<file path="config.mk">
export PLATFORM = sky130hd
export DESIGN_NAME = instr_fetch_unit_flat
export DESIGN_NICKNAME = d
export VERILOG_FILES = /design/src/rtl/fetch_pkg.sv /design/src/rtl/fetch_if.sv /design/src/rtl/fetch_buffer.sv /design/src/rtl/instr_fetch_unit.sv /design/src/flat_wrapper.sv
export SDC_FILE = /design/constraint.sdc
export NUM_CORES = 1
export LEC_CHECK = 0
export ABC_AREA = 0
export BUFFER_PORTS_ARGS = -buffer_cell sky130_fd_sc_hd__buf_2
export CORE_ASPECT_RATIO = 1.25
export CORE_MARGIN = 4
export CORE_UTILIZATION = 50
export CTS_CLUSTER_DIAMETER = 40
export DETAILED_ROUTE_END_ITERATION = 8
export PLACE_DENSITY_LB_ADDON = 0.2
export SYNTH_ARGS = -nofsm -noshare
export SYNTH_HDL_FRONTEND = slang
export SYNTH_SLANG_ARGS = --single-unit
</file>
<file path="constraint.sdc">
create_clock -name clk -period 8.5 [get_ports clk]
set_clock_uncertainty 0.1 [all_clocks]
set_input_delay 0.85 -clock clk [delete_from_list [all_inputs] [get_ports clk]]
set_output_delay 0.85 -clock clk [all_outputs]
set_load 0.005 [all_outputs]
</file>
<file path="src/rtl/fetch_pkg.sv">
// fetch_pkg: shared types and helpers for the instruction fetch front-end.
//   NOP_INSTR     : canonical RISC-V NOP (addi x0,x0,0) shown on the debug port when idle.
//   FETCH_XLEN    : width of the address/instruction fields held in a buffer entry.
//   fetch_entry_t : one buffer slot {filled, pc, instr}.
//   ptr_w()       : index width for a power-of-two circular buffer.
package fetch_pkg;

    localparam int          FETCH_XLEN = 32;
    localparam logic [31:0] NOP_INSTR  = 32'h0000_0013;

    typedef struct packed {
        logic                  filled;
        logic [FETCH_XLEN-1:0] pc;
        logic [FETCH_XLEN-1:0] instr;
    } fetch_entry_t;

    function automatic int ptr_w(input int depth);
        return (depth > 1) ? $clog2(depth) : 1;
    endfunction

endpackage

</file>
<file path="src/rtl/fetch_if.sv">
// fetch_if: bundles the two handshake channels of the fetch unit.
//   imem_req_* : fetch request to instruction memory (valid/ready, word address)
//   imem_rsp_* : in-order instruction response from memory (valid only, no backpressure)
//   if_*       : {pc, instr} delivery to decode (valid/ready)
// Modports: master = fetch unit side, slave = memory/decode side.
interface fetch_if #(
    parameter int XLEN = 32
);
    logic            imem_req_valid;
    logic            imem_req_ready;
    logic [XLEN-1:0] imem_req_addr;
    logic            imem_rsp_valid;
    logic [XLEN-1:0] imem_rsp_data;
    logic            if_valid;
    logic            if_ready;
    logic [XLEN-1:0] if_pc;
    logic [XLEN-1:0] if_instr;

    modport master (
        output imem_req_valid, imem_req_addr, if_valid, if_pc, if_instr,
        input  imem_req_ready, imem_rsp_valid, imem_rsp_data, if_ready
    );

    modport slave (
        input  imem_req_valid, imem_req_addr, if_valid, if_pc, if_instr,
        output imem_req_ready, imem_rsp_valid, imem_rsp_data, if_ready
    );
endinterface

</file>
<file path="src/rtl/fetch_buffer.sv">
// fetch_buffer: circular store of DEPTH fetch entries.
//   alloc_i/alloc_pc_i : reserve the slot at the alloc pointer for a new request
//   fill_i/fill_data_i : write the returned word into the oldest reserved-unfilled slot
//   pop_i              : retire the head slot
//   flush_i            : drop every entry (pointers back to 0); wins over all others
//   full_o             : DEPTH slots reserved
//   unfilled_cnt_o     : slots reserved but still waiting for memory
//   head_valid_o       : head slot reserved and filled
//   head_pc_o/instr_o  : head slot contents
module fetch_buffer
    import fetch_pkg::*;
#(
    parameter int  DEPTH = 4,
    localparam int PW    = ptr_w(DEPTH)
) (
    input  logic                  clk,
    input  logic                  reset_n,
    input  logic                  flush_i,
    input  logic                  alloc_i,
    input  logic [FETCH_XLEN-1:0] alloc_pc_i,
    input  logic                  fill_i,
    input  logic [FETCH_XLEN-1:0] fill_data_i,
    input  logic                  pop_i,
    output logic                  full_o,
    output logic [PW:0]           unfilled_cnt_o,
    output logic                  head_valid_o,
    output logic [FETCH_XLEN-1:0] head_pc_o,
    output logic [FETCH_XLEN-1:0] head_instr_o
);

    // Pointers carry one extra wrap bit so full and empty are distinguishable.
    logic [PW:0]  alloc_q, alloc_d;
    logic [PW:0]  fill_q, fill_d;
    logic [PW:0]  head_q, head_d;
    logic [PW:0]  reserved;
    fetch_entry_t entries_q [DEPTH];

    assign reserved       = alloc_q - head_q;
    assign full_o         = (reserved == (PW+1)'(DEPTH));
    assign unfilled_cnt_o = alloc_q - fill_q;
    // Slot contents are never reset; an empty buffer masks any stale filled bit.
    assign head_valid_o   = (reserved != '0) && entries_q[head_q[PW-1:0]].filled;
    assign head_pc_o      = entries_q[head_q[PW-1:0]].pc;
    assign head_instr_o   = entries_q[head_q[PW-1:0]].instr;

    always_comb begin
        alloc_d = alloc_q;
        fill_d  = fill_q;
        head_d  = head_q;
        if (flush_i) begin
            alloc_d = '0;
            fill_d  = '0;
            head_d  = '0;
        end else begin
            if (alloc_i) alloc_d = alloc_q + 1'b1;
            if (fill_i)  fill_d  = fill_q + 1'b1;
            if (pop_i)   head_d  = head_q + 1'b1;
        end
    end

    always_ff @(posedge clk or negedge reset_n) begin
        if (!reset_n) begin
            alloc_q <= '0;
            fill_q  <= '0;
            head_q  <= '0;
        end else begin
            alloc_q <= alloc_d;
            fill_q  <= fill_d;
            head_q  <= head_d;
        end
    end

    // Alloc and fill never target the same slot: a fill slot is always an
    // older reservation, and a full buffer of unfilled slots cannot pop.
    always_ff @(posedge clk) begin
        if (!flush_i) begin
            if (alloc_i) begin
                entries_q[alloc_d[PW-1:0] - 1'b1].filled <= 1'b0;
                entries_q[alloc_q[PW-1:0]].pc            <= alloc_pc_i;
            end
            if (fill_i) begin
                entries_q[fill_q[PW-1:0]].filled <= 1'b1;
                entries_q[fill_q[PW-1:0]].instr  <= fill_data_i;
            end
        end
    end

endmodule

</file>
<file path="src/rtl/instr_fetch_unit.sv">
// instr_fetch_unit: in-order instruction fetch front-end.
//   clk, reset_n        : clock, asynchronous active-low reset
//   redirect_valid/_pc  : flush buffer and restart fetch at redirect_pc & ~3
//   bus (fetch_if)      : imem request/response channels and decode delivery channel
//   pc_out              : head pc when delivering, otherwise the next fetch address
//   instruction_out     : head instruction when delivering, otherwise NOP
//   perf_fetch_cnt/_flush_cnt : saturating delivery / redirect counters
// Build option: define FETCH_PERF_EN to include the performance counters and ports.
module instr_fetch_unit
    import fetch_pkg::*;
#(
    parameter int              XLEN     = 32,
    parameter int              DEPTH    = 4,
    parameter logic [XLEN-1:0] RESET_PC = '0,
    parameter int              CNT_W    = 32
) (
    input  logic            clk,
    input  logic            reset_n,
    input  logic            redirect_valid,
    input  logic [XLEN-1:0] redirect_pc,
    fetch_if.master         bus,
    output logic [XLEN-1:0] pc_out,
    output logic [XLEN-1:0] instruction_out
`ifdef FETCH_PERF_EN
    ,
    output logic [CNT_W-1:0] perf_fetch_cnt,
    output logic [CNT_W-1:0] perf_flush_cnt
`endif
);

    localparam int PW = ptr_w(DEPTH);
    // Outstanding-to-discard responses can exceed DEPTH when redirects come
    // faster than memory answers; the extra bits give ample headroom.
    localparam int DW = PW + 5;

    logic [XLEN-1:0] fetch_pc_q, fetch_pc_d;
    logic [DW-1:0]   drop_q, drop_d;
    logic            buf_full, buf_head_valid;
    logic [PW:0]     buf_unfilled;
    logic [XLEN-1:0] head_pc, head_instr;
    logic            if_valid, pop, req_valid, req_fire, fill;

    assign if_valid  = buf_head_valid && !redirect_valid;
    assign pop       = if_valid && bus.if_ready;
    // A pop frees a slot this cycle, so a full buffer may still request.
    assign req_valid = !redirect_valid && (!buf_full || pop);
    assign req_fire  = req_valid && bus.imem_req_ready;
    assign fill      = !redirect_valid && bus.imem_rsp_valid &&
                       (drop_q == '0) && (buf_unfilled != '0);

    fetch_buffer #(.DEPTH(DEPTH)) u_buf (
        .clk            (clk),
        .reset_n        (reset_n),
        .flush_i        (redirect_valid),
        .alloc_i        (req_fire),
        .alloc_pc_i     (fetch_pc_q),
        .fill_i         (fill),
        .fill_data_i    (bus.imem_rsp_data),
        .pop_i          (pop),
        .full_o         (buf_full),
        .unfilled_cnt_o (buf_unfilled),
        .head_valid_o   (buf_head_valid),
        .head_pc_o      (head_pc),
        .head_instr_o   (head_instr)
    );

    assign bus.imem_req_valid = req_valid;
    assign bus.imem_req_addr  = fetch_pc_q;
    assign bus.if_valid       = if_valid;
    assign bus.if_pc          = if_valid ? head_pc : '0;
    assign bus.if_instr       = if_valid ? head_instr : '0;
    assign pc_out             = if_valid ? head_pc : fetch_pc_q;
    assign instruction_out    = if_valid ? head_instr : NOP_INSTR;

    always_comb begin
        fetch_pc_d = fetch_pc_q;
        drop_d     = drop_q;
        if (redirect_valid) begin
            fetch_pc_d = redirect_pc & ~XLEN'(3);
            // Every unanswered request becomes a discard; a response landing
            // in this very cycle answers one of them.
            drop_d = drop_q + DW'(buf_unfilled);
            if (bus.imem_rsp_valid && (drop_d != '0)) drop_d = drop_d - DW'(1);
        end else begin
            if (req_fire) fetch_pc_d = fetch_pc_q + XLEN'(4);
            if (bus.imem_rsp_valid && (drop_q != '0)) drop_d = drop_q - DW'(1);
        end
    end

    always_ff @(posedge clk or negedge reset_n) begin
        if (!reset_n) begin
            fetch_pc_q <= RESET_PC;
            drop_q     <= '0;
        end else begin
            fetch_pc_q <= fetch_pc_d;
            drop_q     <= drop_d;
        end
    end

`ifdef FETCH_PERF_EN
    logic [CNT_W-1:0] perf_fetch_q, perf_flush_q;

    always_ff @(posedge clk or negedge reset_n) begin
        if (!reset_n) begin
            perf_fetch_q <= '0;
            perf_flush_q <= '0;
        end else begin
            if (pop && !(&perf_fetch_q))            perf_fetch_q <= perf_fetch_q + CNT_W'(1);
            if (redirect_valid && !(&perf_flush_q)) perf_flush_q <= perf_flush_q + CNT_W'(1);
        end
    end

    assign perf_fetch_cnt = perf_fetch_q;
    assign perf_flush_cnt = perf_flush_q;
`endif

endmodule
</file>
<file path="src/flat_wrapper.sv">
// flat-port wrapper written by rule: the top's interface ports become plain ports
module instr_fetch_unit_flat import fetch_pkg::*;
#(
    parameter int              XLEN     = 32,
    parameter int              DEPTH    = 4,
    parameter logic [XLEN-1:0] RESET_PC = '0,
    parameter int              CNT_W    = 32
)
  (clk, reset_n, redirect_valid, redirect_pc, pc_out, instruction_out, bus_imem_req_valid, bus_imem_req_addr, bus_if_valid, bus_if_pc, bus_if_instr, bus_imem_req_ready, bus_imem_rsp_valid, bus_imem_rsp_data, bus_if_ready);
  fetch_if #(.XLEN(XLEN)) bus_i ();
  input  logic clk;
  input  logic reset_n;
  input  logic redirect_valid;
  input  logic [XLEN-1:0] redirect_pc;
  output logic [XLEN-1:0] pc_out;
  output logic [XLEN-1:0] instruction_out;
  output wire logic [$bits(bus_i.imem_req_valid)-1:0] bus_imem_req_valid;
  output wire logic [$bits(bus_i.imem_req_addr)-1:0] bus_imem_req_addr;
  output wire logic [$bits(bus_i.if_valid)-1:0] bus_if_valid;
  output wire logic [$bits(bus_i.if_pc)-1:0] bus_if_pc;
  output wire logic [$bits(bus_i.if_instr)-1:0] bus_if_instr;
  input wire logic [$bits(bus_i.imem_req_ready)-1:0] bus_imem_req_ready;
  input wire logic [$bits(bus_i.imem_rsp_valid)-1:0] bus_imem_rsp_valid;
  input wire logic [$bits(bus_i.imem_rsp_data)-1:0] bus_imem_rsp_data;
  input wire logic [$bits(bus_i.if_ready)-1:0] bus_if_ready;
  assign bus_imem_req_valid = bus_i.imem_req_valid;
  assign bus_imem_req_addr = bus_i.imem_req_addr;
  assign bus_if_valid = bus_i.if_valid;
  assign bus_if_pc = bus_i.if_pc;
  assign bus_if_instr = bus_i.if_instr;
  assign bus_i.imem_req_ready = bus_imem_req_ready;
  assign bus_i.imem_rsp_valid = bus_imem_rsp_valid;
  assign bus_i.imem_rsp_data = bus_imem_rsp_data;
  assign bus_i.if_ready = bus_if_ready;
  instr_fetch_unit #(.XLEN(XLEN), .DEPTH(DEPTH), .RESET_PC(RESET_PC), .CNT_W(CNT_W)) u_core (.clk(clk), .reset_n(reset_n), .redirect_valid(redirect_valid), .redirect_pc(redirect_pc), .bus(bus_i), .pc_out(pc_out), .instruction_out(instruction_out));
endmodule
</file>
[Word-level counts from Yosys, hierarchy flattened]
Memories as Yosys holds them, arrays and structs flattened.
Cells that the tools add are included.
W data, S select, Z words.
Storage, ports and cells
  register bits after elaboration: 48
  bits in writable memories: 260
  bits of input ports: 70
  logic and storage cells: 61
  memories: 1
Cells by class
  $add $sub $neg: 10
  equality and inequality tests: 1
  muxes and demuxes: 21
  reduce and logical (&&, ||, !) cells: 22
Memory list
  u_core.u_buf.entries_q: depth 4, width 65, read ports 1, clocked after Yosys merged registers in 0, wr ports 3, line fetch_buffer.sv:36  | fetch_entry_t entries_q [DEPTH];
Operators by type and width (number)
  $mux W32: 6
  $add A32 B3 Y32 const B: 1
  $mux W7: 3
  $mux W3: 6
  $reduce_bool A7 Y1: 2
  $sub A7 B1 Y7 const B: 2
  $logic_and A1 B1 Y1: 10
  $add A3 B1 Y3 const B: 3
  $reduce_bool A2 Y1: 4
  $add A7 B3 Y7: 1
  $logic_not A7 Y1: 1
  $mux W1: 6
  $reduce_bool A3 Y1: 2
  $sub A3 B3 Y3: 2
  $eq A3 B3 Y1 const B: 1
  $logic_not A1 Y1: 2
  $sub A2 B1 Y2 const B: 1
  $logic_or A1 B1 Y1: 1

[Depth between registers and ports, before layout]
  word-level depth: 11
  mapped depth: 12
  depth with buffers taken out: 12

[Hierarchy]
Synthesis repeated with hierarchy kept, for this count alone.
Unflattened totals
  cell total of the unflattened synthesis: 861
  area total of the unflattened synthesis: 13656.8 µm²
Modules (own cells, without submodules)
  fetch_buffer: instances 1, cells each 417, area an instance 10060.9 µm²
  instr_fetch_unit: instances 1, cells each 444, area an instance 3595.9 µm²

[Worst setup path before layout]
No wires, ideal clock.
  path type: register to output
  from: register u_core.u_buf.head_q[1]
  to: output instruction_out[10]
  arrival time: 2.457 ns
  path slack: 5.093 ns
  stages on the path, launching flop included: 13
  path buffers: 5
  cells stage by stage: dfrtp_1 buf_2 buf_1 inv_1 ha_1 nor2b_1 xnor2_2 a31o_2 inv_2 buf_2 clkbuf_1 and2_1 buf_4
On the way
  longest elaborated chain between the ends: 5
  elaborated cells between the ends (all ways): 6
  classes of those cells: 1 x add/sub; 1 x mux; 3 x reduce/logical; 1 x memory
RTL lines
  from (decl): line fetch_buffer.sv:34  | logic [PW:0] head_q, head_d;
  from (signal assigned): line fetch_buffer.sv:65  | head_q <= '0;
  from (signal assigned): line fetch_buffer.sv:69  | head_q <= head_d;
  $sub A3 B3 Y3: line fetch_buffer.sv:38  | assign reserved = alloc_q - head_q;
  $reduce_bool A3 Y1: line fetch_buffer.sv:42  | assign head_valid_o = (reserved != '0) && entries_q[head_q[PW-1:0]].filled;
  $logic_and A1 B1 Y1: line fetch_buffer.sv:42
  $logic_and A1 B1 Y1: line instr_fetch_unit.sv:43  | assign if_valid = buf_head_valid && !redirect_valid;
  $mux W32 (*): line instr_fetch_unit.sv:73  | assign instruction_out = if_valid ? head_instr : NOP_INSTR;
  to (decl): line flat_wrapper.sv:16  | output logic [XLEN-1:0] instruction_out;
Mark *: on every way between the ends. The rest lies on a longest branch, timed or not.

[Final worst setup path]
  from: register u_core.u_buf.head_q[0]
  to: output pc_out[3]
On the way
  longest elaborated chain between the ends: 5
  elaborated cells between the ends (all ways): 6
  classes of those cells: 1 x add/sub; 1 x mux; 3 x reduce/logical; 1 x memory
RTL lines
  $sub A3 B3 Y3: line fetch_buffer.sv:38
  $reduce_bool A3 Y1: line fetch_buffer.sv:42
  $logic_and A1 B1 Y1: line fetch_buffer.sv:42
  $logic_and A1 B1 Y1: line instr_fetch_unit.sv:43
  $mux W32 (*): line instr_fetch_unit.sv:72  | assign pc_out = if_valid ? head_pc : fetch_pc_q;
  to (decl): line flat_wrapper.sv:15  | output logic [XLEN-1:0] pc_out;
Marked as above.

==> reports/metrics.yaml <==
status: "completed"
crit_fanout: 68
worstHoldPathType: "reg2reg"
p_clk_share_pct: 40.5
final_common_cell: "edfxtp_1"
internal-power_w: 0.00254
pwr_density_cell_nw_per_um2: 216
async_flop_share_pct: 15.4
cap_violations: 0
row_count: 66
gp_congestion: 0.776
die_h_um: 190
drive_gt1_share_pct: 34.5
cts_hold_buf: 0
finalHoldViolCount: 0
numCtsBuffers: 34
viasPerCell: 5.52
setup_viol: 0
cts_tree: "built"
power.net_switching_w: 0.000804
path_clk_slew_ns: 0.05
cp.required_ns: 7.55
fin_crit_ns: 5.19
maxSlewViolCount: 0
gr-total-overflow: 0
via_count: 7772
syn2layout_area_growth_pct: 16.8
drt_iter0_markers: 395
critPathKind: "reg2out"
route.detailed.drc: 0
nets: 1133
pre_cts_slack_ns: 3.73
die_w_um: 154
syn_inst: 849
p_sw_share_pct: 24.0
root_buffer: "clkbuf_16"
final_cell_mix: "248 x edfxtp_1, 223 x buf_2, 64 x and2_1, 63 x mux4_2, 51 x nand2_1"
initial_core_util_pct: 50.9
clockBufferDepth: 3
wl_um: 28600
worstSkewPairLatency_ns: 0.51
portBuffers: 223
rsz0062_at_grt: "false"
worstPathArrival_ns: 4.24
synth_edf_count: 248
fmax_mhz: 193
grt_first_pass_wirelength_um: 44700
tightest_slew_ns: 1.08
grt_usage_pct: 19.5
finalWorstSetupSlack_ns: 3.31
antennaDiodeCount: 0
seq_power_share_pct: 51.3
min-delay-start: "u_core.u_buf.entries_q[3][64]"
syn_area_um2: 13300
grt_pass1_vias: 7933
seq_area_frac_synth_pct: 65.4
synth_flop_cell: "edfxtp_1"
grt_max_degree: 77
pwr-share-comb_pct: 8.2
fin_crit_sh_pct: 61.1
cts_resized: 0
dp_hpwl_um: 17600
worstReg2RegStart: "u_core.u_buf.head_q[0]"
ir_worst_vdd_mv: 0.145
antenna_found_initial: 2
core-area_um2: 26100
avgSynthCellArea_um2: 15.6
ios: 232
slew_headroom_pct: 27.7
setup-tns-final_ns: 0
ant_nets: 0
crit_path_end_kind: "primary output"
cts.sinks: 298
synth_cell_types: 61
synth-seq-cells: 298
start_kind: "flip-flop"
p_leak_nw: 5.97
drt_first_pass_iters: 4
cts_setup_buffers: 0
htreeDepth: 2
post_drt_wl_per_cell_um: 20.3
synth_warnings: 0
die-area_um2: 29200
startpoint: "u_core.u_buf.head_q[0]"
through the flow:
stage                     utilization, %  total power, W  instance area, µm²  instances  hold slack [ns]
final                               59.4         0.00334               15500       1409            0.361
after global routing                59.4         0.00348               15500       1409            0.390
after CTS                           59.4         0.00337               15500       1409            0.362
after detailed placement            55.4         0.00202               14500       1347            0.353
after global placement              55.4         0.00201               14500       1347            0.341
after floorplan                        -         0.00191               13300        854            0.321
path summary, 6_finish.rpt:
| check | endpoint | slack [ns] | cells after the start |
|---|---|---|---|
| hold / removal | u_core.u_buf.entries_q[3][64] | 0.36 | 2 |
| setup / recovery | pc_out[3] | 3.31 | 8 |
| setup reg to reg | u_core.u_buf.head_q[1] | 4.55 | 7 |
| hold reg to reg | u_core.u_buf.entries_q[3][64] | 0.36 | 2 |
| max in group asynchronous | u_core.u_buf.head_q[0] | 7.40 | 2 |
| min in group asynchronous | u_core.drop_q[4] | 0.38 | 2 |
logic make-up (layout without fill, tap and decap cells):
family,count (synthesis),in the layout,share of synthesized area (%)
other,1,6,0.0282
multiplexers,66,66,10.9
XOR/XNOR,48,48,3.33
AND/OR/NAND/NOR,222,222,9.25
adder cells (fa/ha/maj),20,20,2.00
buffers and inverters,97,312,3.96
AO/OA/AOI/OAI,97,97,5.15
flip-flops,298,298,65.4
power groups by stage:
stage          clock [W]  combinational (W)  sequential, W
2_1_floorplan          0           0.000199        0.00171
3_3_place_gp           0           0.000271        0.00174
3_5_place_dp           0           0.000274        0.00174
4_1_cts          0.00138           0.000277        0.00172
5_1_grt          0.00144           0.000310        0.00172
6_report         0.00136           0.000275        0.00171
layer usage:
metal	share of wire [%]	routed length (µm)	global-route usage, %
met3	6.1	1750	3.12
met4	1.9	552	5.13
met1	42	12100	26.4
met2	50	14200	33.1
met5	0.073	21	0
cells in the mapped netlist, types with 3 or more instances:
cell / n / area share (%)
nor4_1: 7 / 0.33
nand2b_1: 6 / 0.28
and3_1: 15 / 0.71
o21ai_1: 16 / 0.60
clkbuf_1: 28 / 0.79
o21ai_0: 16 / 0.60
edfxtp_1: 248 / 56
xor2_1: 13 / 0.86
nor2_1: 25 / 0.71
xnor2_1: 33 / 2.2
buf_1: 3 / 0.085
dfxtp_1: 4 / 0.60
ha_1: 18 / 1.7
buf_4: 36 / 2.0
o211ai_1: 3 / 0.17
mux4_2: 63 / 11
buf_2: 8 / 0.30
nor4_2: 4 / 0.38
nand2_1: 51 / 1.4
a21oi_1: 8 / 0.30
nand3_1: 17 / 0.64
o31a_1: 3 / 0.20
nand4_1: 4 / 0.19
nor2b_1: 3 / 0.14
inv_1: 17 / 0.48
and2_1: 68 / 3.2
a21o_1: 34 / 1.9
dfrtp_1: 46 / 8.7
nor3_1: 13 / 0.49
sequential cells by signal (all words and copies together), names as in the netlist:
| signal | flops |
|---|---|
| u_core.bus.imem_req_addr | 30 |
| u_core.drop_q | 7 |
| u_core.u_buf.alloc_q | 3 |
| u_core.u_buf.entries_q | 252 |
| u_core.u_buf.fill_q | 3 |
| u_core.u_buf.head_q | 3 |
layout make-up:
type                    instances  area [µm²]
fillers                      2023       10600
flip-flops and latches        298        8680
multi-input cells             459        4100
repair buffers                231        1180
clock buffers                  45         912
well taps                     340         425
clock inverters                17         143
inverters                      19        71.3
critical path, stage by stage (launching register included):
cell	delay (ns)
dfrtp_4	0.71
ha_1	0.28
nor2b_1	0.15
xnor2_2	0.41
a31o_2	0.82
inv_2	0.69
and2_1	0.36
a21o_1	0.18
buf_2	0.13
Note: power is estimated with default switching activity, not from simulation.
